===== config.mk =====
export PLATFORM = sky130hd
export DESIGN_NAME = bus_switch_arb
export DESIGN_NICKNAME = d
export VERILOG_FILES = /design/src/rtl/bus_switch_arb.sv
export SDC_FILE = /design/constraint.sdc
export NUM_CORES = 1
export LEC_CHECK = 0
export CELL_PAD_IN_SITES_DETAIL_PLACEMENT = 2
export CELL_PAD_IN_SITES_GLOBAL_PLACEMENT = 2
export CORE_MARGIN = 2
export CORE_UTILIZATION = 19
export CTS_CLUSTER_DIAMETER = 150
export DETAILED_ROUTE_END_ITERATION = 16
export GPL_TIMING_DRIVEN = 0
export PLACE_DENSITY_LB_ADDON = 0.1
export REMOVE_ABC_BUFFERS = 1
export SLEW_MARGIN = 0
export SYNTH_ARGS = -nofsm -noshare
export SYNTH_HDL_FRONTEND = slang
export SYNTH_SLANG_ARGS = --single-unit

===== constraint.sdc =====
create_clock -name clk -period 1.09 [get_ports clk]
set_clock_uncertainty 0.05 [all_clocks]
set_input_delay 0.2725 -clock clk [delete_from_list [all_inputs] [get_ports clk]]
set_output_delay 0.2725 -clock clk [all_outputs]
set_load 0.005 [all_outputs]

===== src/rtl/bus_switch_arb.sv =====
// Multi-channel registered bus switch: picks one enabled channel per cycle (fixed-priority or round-robin).
// Latency: 1 cycle from in_en/in_data sampled to out_* registered; all outputs are flops.
// Backpressure: none; a new selection every cycle, losing requests are dropped. Macro BUS_SWITCH_HOLD_EN holds out_data when idle.
module bus_switch_arb #(
    parameter int WIDTH    = 8,
    parameter int CHANNELS = 4,
    parameter int ARB_MODE = 0,
    localparam int SW      = $clog2(CHANNELS)
) (
    input  logic                      clk,
    input  logic                      rst_n,
    input  logic [CHANNELS*WIDTH-1:0] in_data,
    input  logic [CHANNELS-1:0]       in_en,
    output logic [WIDTH-1:0]          out_data,
    output logic                      out_valid,
    output logic [SW-1:0]             out_sel,
    output logic [CHANNELS-1:0]       grant,
    output logic                      conflict
);

    // Round-robin pointer: highest-priority channel for the next search.
    logic [SW-1:0]       ptr;

    logic                found;
    logic [SW-1:0]       win;
    logic [SW:0]         base_w;
    logic [SW:0]         idx_w;
    logic [CHANNELS-1:0] gnt_nxt;
    logic [WIDTH-1:0]    sel_data;
    logic [SW-1:0]       ptr_nxt;
    logic                conflict_nxt;

    // Search CHANNELS positions starting at base (ptr in RR mode, 0 otherwise), wrapping mod CHANNELS.
    // The extra index bit keeps base+i from overflowing before the wrap subtraction, so
    // non-power-of-2 channel counts never produce an out-of-range index.
    always_comb begin
        found  = 1'b0;
        win    = '0;
        idx_w  = '0;
        base_w = (ARB_MODE == 1) ? {1'b0, ptr} : '0;
        for (int i = 0; i < CHANNELS; i++) begin
            idx_w = base_w + (SW+1)'(i);
            if (idx_w >= (SW+1)'(CHANNELS)) begin
                idx_w = idx_w - (SW+1)'(CHANNELS);
            end
            if (!found && in_en[idx_w[SW-1:0]]) begin
                found = 1'b1;
                win   = idx_w[SW-1:0];
            end
        end
    end

    // One-hot grant, AND-OR data mux over the grant, next pointer and contention flag.
    always_comb begin
        gnt_nxt  = found ? (CHANNELS'(1) << win) : '0;
        sel_data = '0;
        for (int k = 0; k < CHANNELS; k++) begin
            if (gnt_nxt[k]) begin
                sel_data = sel_data | in_data[k*WIDTH +: WIDTH];
            end
        end
        ptr_nxt      = (win == SW'(CHANNELS-1)) ? '0 : win + 1'b1;
        // Two or more bits set iff clearing the lowest set bit leaves something behind.
        conflict_nxt = |(in_en & (in_en - CHANNELS'(1)));
    end

    // Register the selection; pointer only advances on a grant.
    always_ff @(posedge clk or negedge rst_n) begin
        if (!rst_n) begin
            out_data  <= '0;
            out_valid <= 1'b0;
            out_sel   <= '0;
            grant     <= '0;
            conflict  <= 1'b0;
            ptr       <= '0;
        end else begin
            out_valid <= found;
            out_sel   <= found ? win : '0;
            grant     <= gnt_nxt;
            conflict  <= conflict_nxt;
            if (found) begin
                ptr <= ptr_nxt;
            end
`ifdef BUS_SWITCH_HOLD_EN
            if (found) begin
                out_data <= sel_data;
            end
`else
            out_data <= found ? sel_data : '0;
`endif
        end
    end

endmodule


==> qor.txt, run 1 <==
global-route wire length before repair - 3.61 mm
count of yosys warnings during synthesis - 0
Worst Path Buf+Inv - 1
ratio of final minimum period to clock period - 102%
fraction of the yosys area taken by sequential cells - 58.1%
kind of cell with the highest combined delay on the critical path - flip-flops
category of the worst setup path capture point - primary output
Hold Path Class - in2reg
async set-or-reset flop fraction in the synthesized netlist - 100%
pin count of the biggest net entering global routing - 17
leftover overflow at the end of global routing - 0
deepest clock path buffer count - 2
detailed-route via count - 693
fraction of layout instances using a drive strength above 1 - 25.4%
synthesis-to-layout area growth - 80.6%
Crit path required time - 770 ps
Setup Viol. Count Final - 13
number of global-route vias before repair - 739
max-capacitance violation count - 0
number of enable-type register cells in the synthesized netlist - 0
violations in the final reports - negative setup slack
violation count after the first detailed-route iteration - 2
unrepaired setup endpoints after global routing - yes
smallest setup slack after layout - -21.6 ps
number of buffers created by CTS - 3
die outline area - 0.00413 mm2
pin slew with the least headroom to its limit - 727 ps
number of logic stages on the critical path including buffering - 1
maximum single-stage delay on the critical path - 380 ps
critical path, cell by cell - buf_2
Avg WL per Cell - 14.6 um
H-Tree Depth - 1
initial antenna violation count - 0
CTS root buffer - sky130_fd_sc_hd__clkbuf_4
most repeated cell in the gate-level netlist after synthesis - sky130_fd_sc_hd__dfrtp_1
Tot GR Track Use - 11.8%
Pleak - 0.566 nW
Max transition margin - 51.4%
total power divided by cell area - 1090 mW/mm2
classification of the worst setup path - reg2out
height of the chip - 64.2 um
final hold slack - 267 ps
largest cells by area after synthesis - sky130_fd_sc_hd__dfrtp_1 (58%), sky130_fd_sc_hd__mux2i_1 (12%), sky130_fd_sc_hd__a22oi_1 (7.6%)
Crit Path Max Fanout - 1
CP Data Arrival Time - 790 ps
Worst Setup Slack post-DPL - -1090 ps
fin. max-slew vios - 0
width of the chip - 64.2 um
IR Drop Worst-Case VDD - 0.000281 V
IO Count - 54
area share of the largest cell type after synthesis - 58.1%
number of instances in the placed design - 153
layout net count - 153
Max Clock Freq - 900 MHz
Post-Synthesis Cell Area - 689 um2
number of distinct library cell variants in the gate-level netlist after synthesis - 19
clock transition time at the flip-flop clock pins of the worst setup and hold paths - 100 ps
row count - 21
commonest register cell after synthesis - sky130_fd_sc_hd__dfrtp_1
number of clock sinks - 16
hold bufs inserted after CTS - 0
crit path from - out_data[0]
number of hold violations in the final report - 0
cell taking the most area after synthesis - sky130_fd_sc_hd__dfrtp_1
iteration count of the initial detailed-routing pass - 3
placer's final routability congestion estimate - 0.656
startpoint type of the worst setup path - flip-flop
Floorplan Core Area - 0.00342 mm2
cell area after layout - 0.00124 mm2
number of synthesized register bits - 16
non-filler cells, final - 160
remaining antenna violation count - 0
CTS tree - yes
hpwl dp - 1.78 mm
buffers added on ports - 53
effective utilization at floorplan - 20.2%
top cell types by occurrence after synthesis - sky130_fd_sc_hd__dfrtp_1 (16), sky130_fd_sc_hd__mux2i_1 (8), sky130_fd_sc_hd__a22oi_1 (7), sky130_fd_sc_hd__o21ai_1 (7)
detailed-route vias per instance - 4.33
DR DRC count - 0
outcome - finished with violations
last element of the critical path - out_data[0]
cells after synthesis - 58
antenna fix cells - 0
slowest CP cell - sky130_fd_sc_hd__dfrtp_1
placed inst area - 0.00125 mm2
Avg Cell Area, Syn - 11.9 um2
Routed WL - 2.34 mm
Final Critical Period - 1110 ps
-- layer usage --
layer	track usage (%)	up-vias	share of wire, %
met2	22.5	31	56
met4	5.59	0	1.2
met1	11.3	339	34
met3	3.87	2	8.5
met5	0	-	0
li1	-	321	-
-- registers in the layout, summed over array words and instances (netlist names) --
register,cells
out_valid,1
conflict,1
grant,4
out_sel,2
out_data,8
-- power breakdown --
part	switching [W]	total (W)	internal, W	leakage, nW
combinational	0.000123	0.000312	0.000189	0.351
clock	0.000197	0.000400	0.000203	0.0210
sequential	0.00000881	0.000643	0.000634	0.195
-- layout make-up --
cell class | count | area, um2
fill | 393 | 2170
timing repair buffer | 55 | 459
sequential | 16 | 400
multi-input combinational | 37 | 284
tap | 46 | 57.6
clock buffer | 4 | 36.3
inverter | 2 | 7.51
-- worst min path at each step --
| stage | endpoint | slack, ps | from | cells past startpoint |
|---|---|---|---|---|
| 3_5_place_dp | out_valid | 710 | rst_n | 1 |
| 2_1_floorplan | conflict | -70 | rst_n | 0 |
| 3_3_place_gp | out_valid | 710 | rst_n | 1 |
| 5_1_grt | grant[0] | 250 | in_en[0] | 1 |
| 4_1_cts | grant[0] | 250 | in_en[0] | 1 |
| 6_report | grant[0] | 270 | in_en[0] | 1 |
-- stage by stage --
step                      utilization, %  TNS [ps]  total power (W)
after floorplan                        -         0         0.000730
after global placement              36.5    -17840         0.000996
after detailed placement            36.5    -17900          0.00100
after CTS                           36.4      -465          0.00139
after global routing                36.4      -962          0.00144
final                               36.4      -119          0.00135
-- kinds of logic after synthesis --
kind of cell | after synthesis | synth area share (%)
flops | 16 | 58.1
compound gates | 20 | 19.1
mux | 8 | 11.6
simple gates | 8 | 5.63
buf+inv | 6 | 5.63
-- timing repair --
| item | 4_1_cts | 5_1_grt |
|---|---|---|
| pin swaps | 1 | 0 |
| endpoints found under the setup margin | 31 | 16 |
| endpoints found under the hold margin | 0 | 0 |
| gates resized for setup | 79 | 0 |
| cloned | 1 | 0 |
| buffers inserted | 2 | 0 |
-- cell usage in the layout, fill, tap and decap left out, types with 2 or more instances in the layout --
cell type / n
sky130_fd_sc_hd__clkdlybuf4s50_1: 33
sky130_fd_sc_hd__clkbuf_4: 3
sky130_fd_sc_hd__o21ai_1: 7
sky130_fd_sc_hd__dlygate4sd2_1: 2
sky130_fd_sc_hd__buf_4: 2
sky130_fd_sc_hd__a22oi_1: 7
sky130_fd_sc_hd__mux2i_1: 8
sky130_fd_sc_hd__nor2_1: 2
sky130_fd_sc_hd__inv_1: 2
sky130_fd_sc_hd__a21oi_1: 2
sky130_fd_sc_hd__dfrtp_1: 16
sky130_fd_sc_hd__nand2_1: 2
sky130_fd_sc_hd__nor2b_4: 2
sky130_fd_sc_hd__buf_2: 17
(Power assumes the default switching activity.)
==> run 2, diff against run 1 <==
Settings changed: SKIP_CTS_REPAIR_TIMING set to 1.
==> run 2 against run 1 <==
  * The run still ends with negative setup slack left
  * Count of clock-buffer cells in the layout did not move
  * Maximum frequency rose by 0.72%
  * Sequential power barely moved
  * Die area unchanged
  * Sequential share of layout area is 0.16 points lower
==> qor.txt, run 2 (same netlist as run 1, synthesis figures left out) <==
outcome - finished with violations
violations in the final reports - negative setup slack
height of the chip - 64.2 um (unchanged)
number of global-route vias before repair - 719 (-2.7%)
number of buffers created by CTS - 3 (unchanged)
critical path, cell by cell - clkbuf_2
IO Count - 54 (unchanged)
registers with the highest flip-flop counts - out_data: 8 flops, grant: 4 flops, out_sel: 2 flops
Hold Path Class - in2reg
Avg WL per Cell - 14.9 um (+1.8%)
Pleak - 0.582 nW (+2.8%)
clock transition time at the flip-flop clock pins of the worst setup and hold paths - 100 ps (about the same)
cell area after layout - 0.00125 mm2 (+0.50%)
Max Clock Freq - 906 MHz (+0.72%)
antenna fix cells - 0 (unchanged)
remaining antenna violation count - 0 (unchanged)
global-route wire length before repair - 3.48 mm (-3.4%)
DR DRC count - 0 (unchanged)
final hold slack - 316 ps (+49.2 ps)
smallest setup slack after layout - -13.6 ps (+7.98 ps)
Top reg by flops - out_data
row count - 21 (unchanged)
kind of cell with the highest combined delay on the critical path - flip-flops
CTS tree - yes
iteration count of the initial detailed-routing pass - 3 (unchanged)
Tot GR Track Use - 11.5% (-0.33 points)
category of the worst setup path capture point - primary output
Crit path required time - 770 ps (about the same)
CP Data Arrival Time - 780 ps (about the same)
IR Drop Worst-Case VDD - 0.000273 V (-2.9%)
die outline area - 0.00413 mm2 (unchanged)
Crit Path Max Fanout - 1 (unchanged)
total power divided by cell area - 1090 mW/mm2 (about the same)
startpoint type of the worst setup path - flip-flop
max-capacitance violation count - 0 (unchanged)
H-Tree Depth - 1 (unchanged)
fraction of layout instances using a drive strength above 1 - 24.8% (-0.66 points)
placer's final routability congestion estimate - 0.656 (unchanged)
buffers added on ports - 53 (unchanged)
effective utilization at floorplan - 20.2% (unchanged)
slowest CP cell - sky130_fd_sc_hd__dfrtp_1
Cells on Worst Hold Path - 2 (+1)
number of instances in the placed design - 153 (unchanged)
Floorplan Core Area - 0.00342 mm2 (unchanged)
classification of the worst setup path - reg2out
placed inst area - 0.00125 mm2 (unchanged)
CTS root buffer - sky130_fd_sc_hd__clkbuf_4
layout net count - 152 (-0.65%)
number of hold violations in the final report - 0 (unchanged)
Max transition margin - 51.3% (-0.11 points)
leftover overflow at the end of global routing - 0 (unchanged)
commonest non-fill, non-tap cells in the layout - sky130_fd_sc_hd__clkdlybuf4s50_1 (33), sky130_fd_sc_hd__clkbuf_2 (18), sky130_fd_sc_hd__dfrtp_1 (16)
detailed-route via count - 692 (-0.14%)
Final Critical Period - 1100 ps (-7.98 ps)
deepest clock path buffer count - 2 (unchanged)
Worst Path Buf+Inv - 1 (unchanged)
Setup Viol. Count Final - 6 (-7)
maximum single-stage delay on the critical path - 380 ps (about the same)
initial antenna violation count - 0 (unchanged)
fin. max-slew vios - 0 (unchanged)
width of the chip - 64.2 um (unchanged)
unrepaired setup endpoints after global routing - yes
synthesis-to-layout area growth - 81.5%
violation count after the first detailed-route iteration - 4 (+2)
number of clock sinks - 16 (unchanged)
commonest non-fill, non-tap cell in the layout - sky130_fd_sc_hd__clkdlybuf4s50_1
ratio of final minimum period to clock period - 101% (-0.73 points)
pin count of the biggest net entering global routing - 17 (unchanged)
number of logic stages on the critical path including buffering - 1 (unchanged)
pin slew with the least headroom to its limit - 729 ps (+1.59 ps)
non-filler cells, final - 159 (-0.63%)
share of the core filled with cells in the final layout - 36.6% (+0.18 points)
hpwl dp - 1.78 mm (unchanged)
flip-flop count of the largest register, all copies and words added - 8 (unchanged)
detailed-route vias per instance - 4.35 (+0.48%)
Routed WL - 2.37 mm (+1.2%)
run 2: cell count changes in the layout (fill, tap and decap cells not counted), sizes merged:
cell           before  now
dlygate4sd2         2    0
clkbuf              4   22
dlymetal6s2s        0    2
clkdlybuf4s15       1    0
buf                19    1
run 2: final timing paths:
check / to / slack, ps / from
setup / recovery: out_data[3] / -10 / out_data[3]
hold / removal: grant[2] / 320 / in_en[1]
max in group asynchronous: out_data[4] / 170 / rst_n
min in group asynchronous: out_valid / 360 / rst_n
run 2: per-stage QoR:
step                      setup slack [ps]  TNS, ps  total power, W
final                                -13.6    -38.6         0.00136
after floorplan                        112        0        0.000730
after global placement               -1100   -17840        0.000996
after detailed placement             -1090   -17900         0.00100
after CTS                             -793   -14920         0.00142
after global routing                 -64.0     -749         0.00145
run 2: area by class of cell:
type                       count  area (um2)
clock buffer                   4        36.3
sequential                    16         400
fill                         395        2160
multi-input combinational     37         284
tap                           46        57.6
timing repair buffer          54         465
inverter                       2        7.51
run 2: where the power goes:
part	leakage, nW	internal, W	switching [W]
clock	0.0210	0.000203	0.000199
combinational	0.367	0.000191	0.000124
sequential	0.195	0.000634	0.0000103
run 2: metal layers:
metal | share of wire [%] | track usage, %
met1 | 36 | 10.4
met2 | 56 | 22.4
met3 | 7.6 | 3.87
met4 | 1.1 | 5.59
met5 | 0 | 0
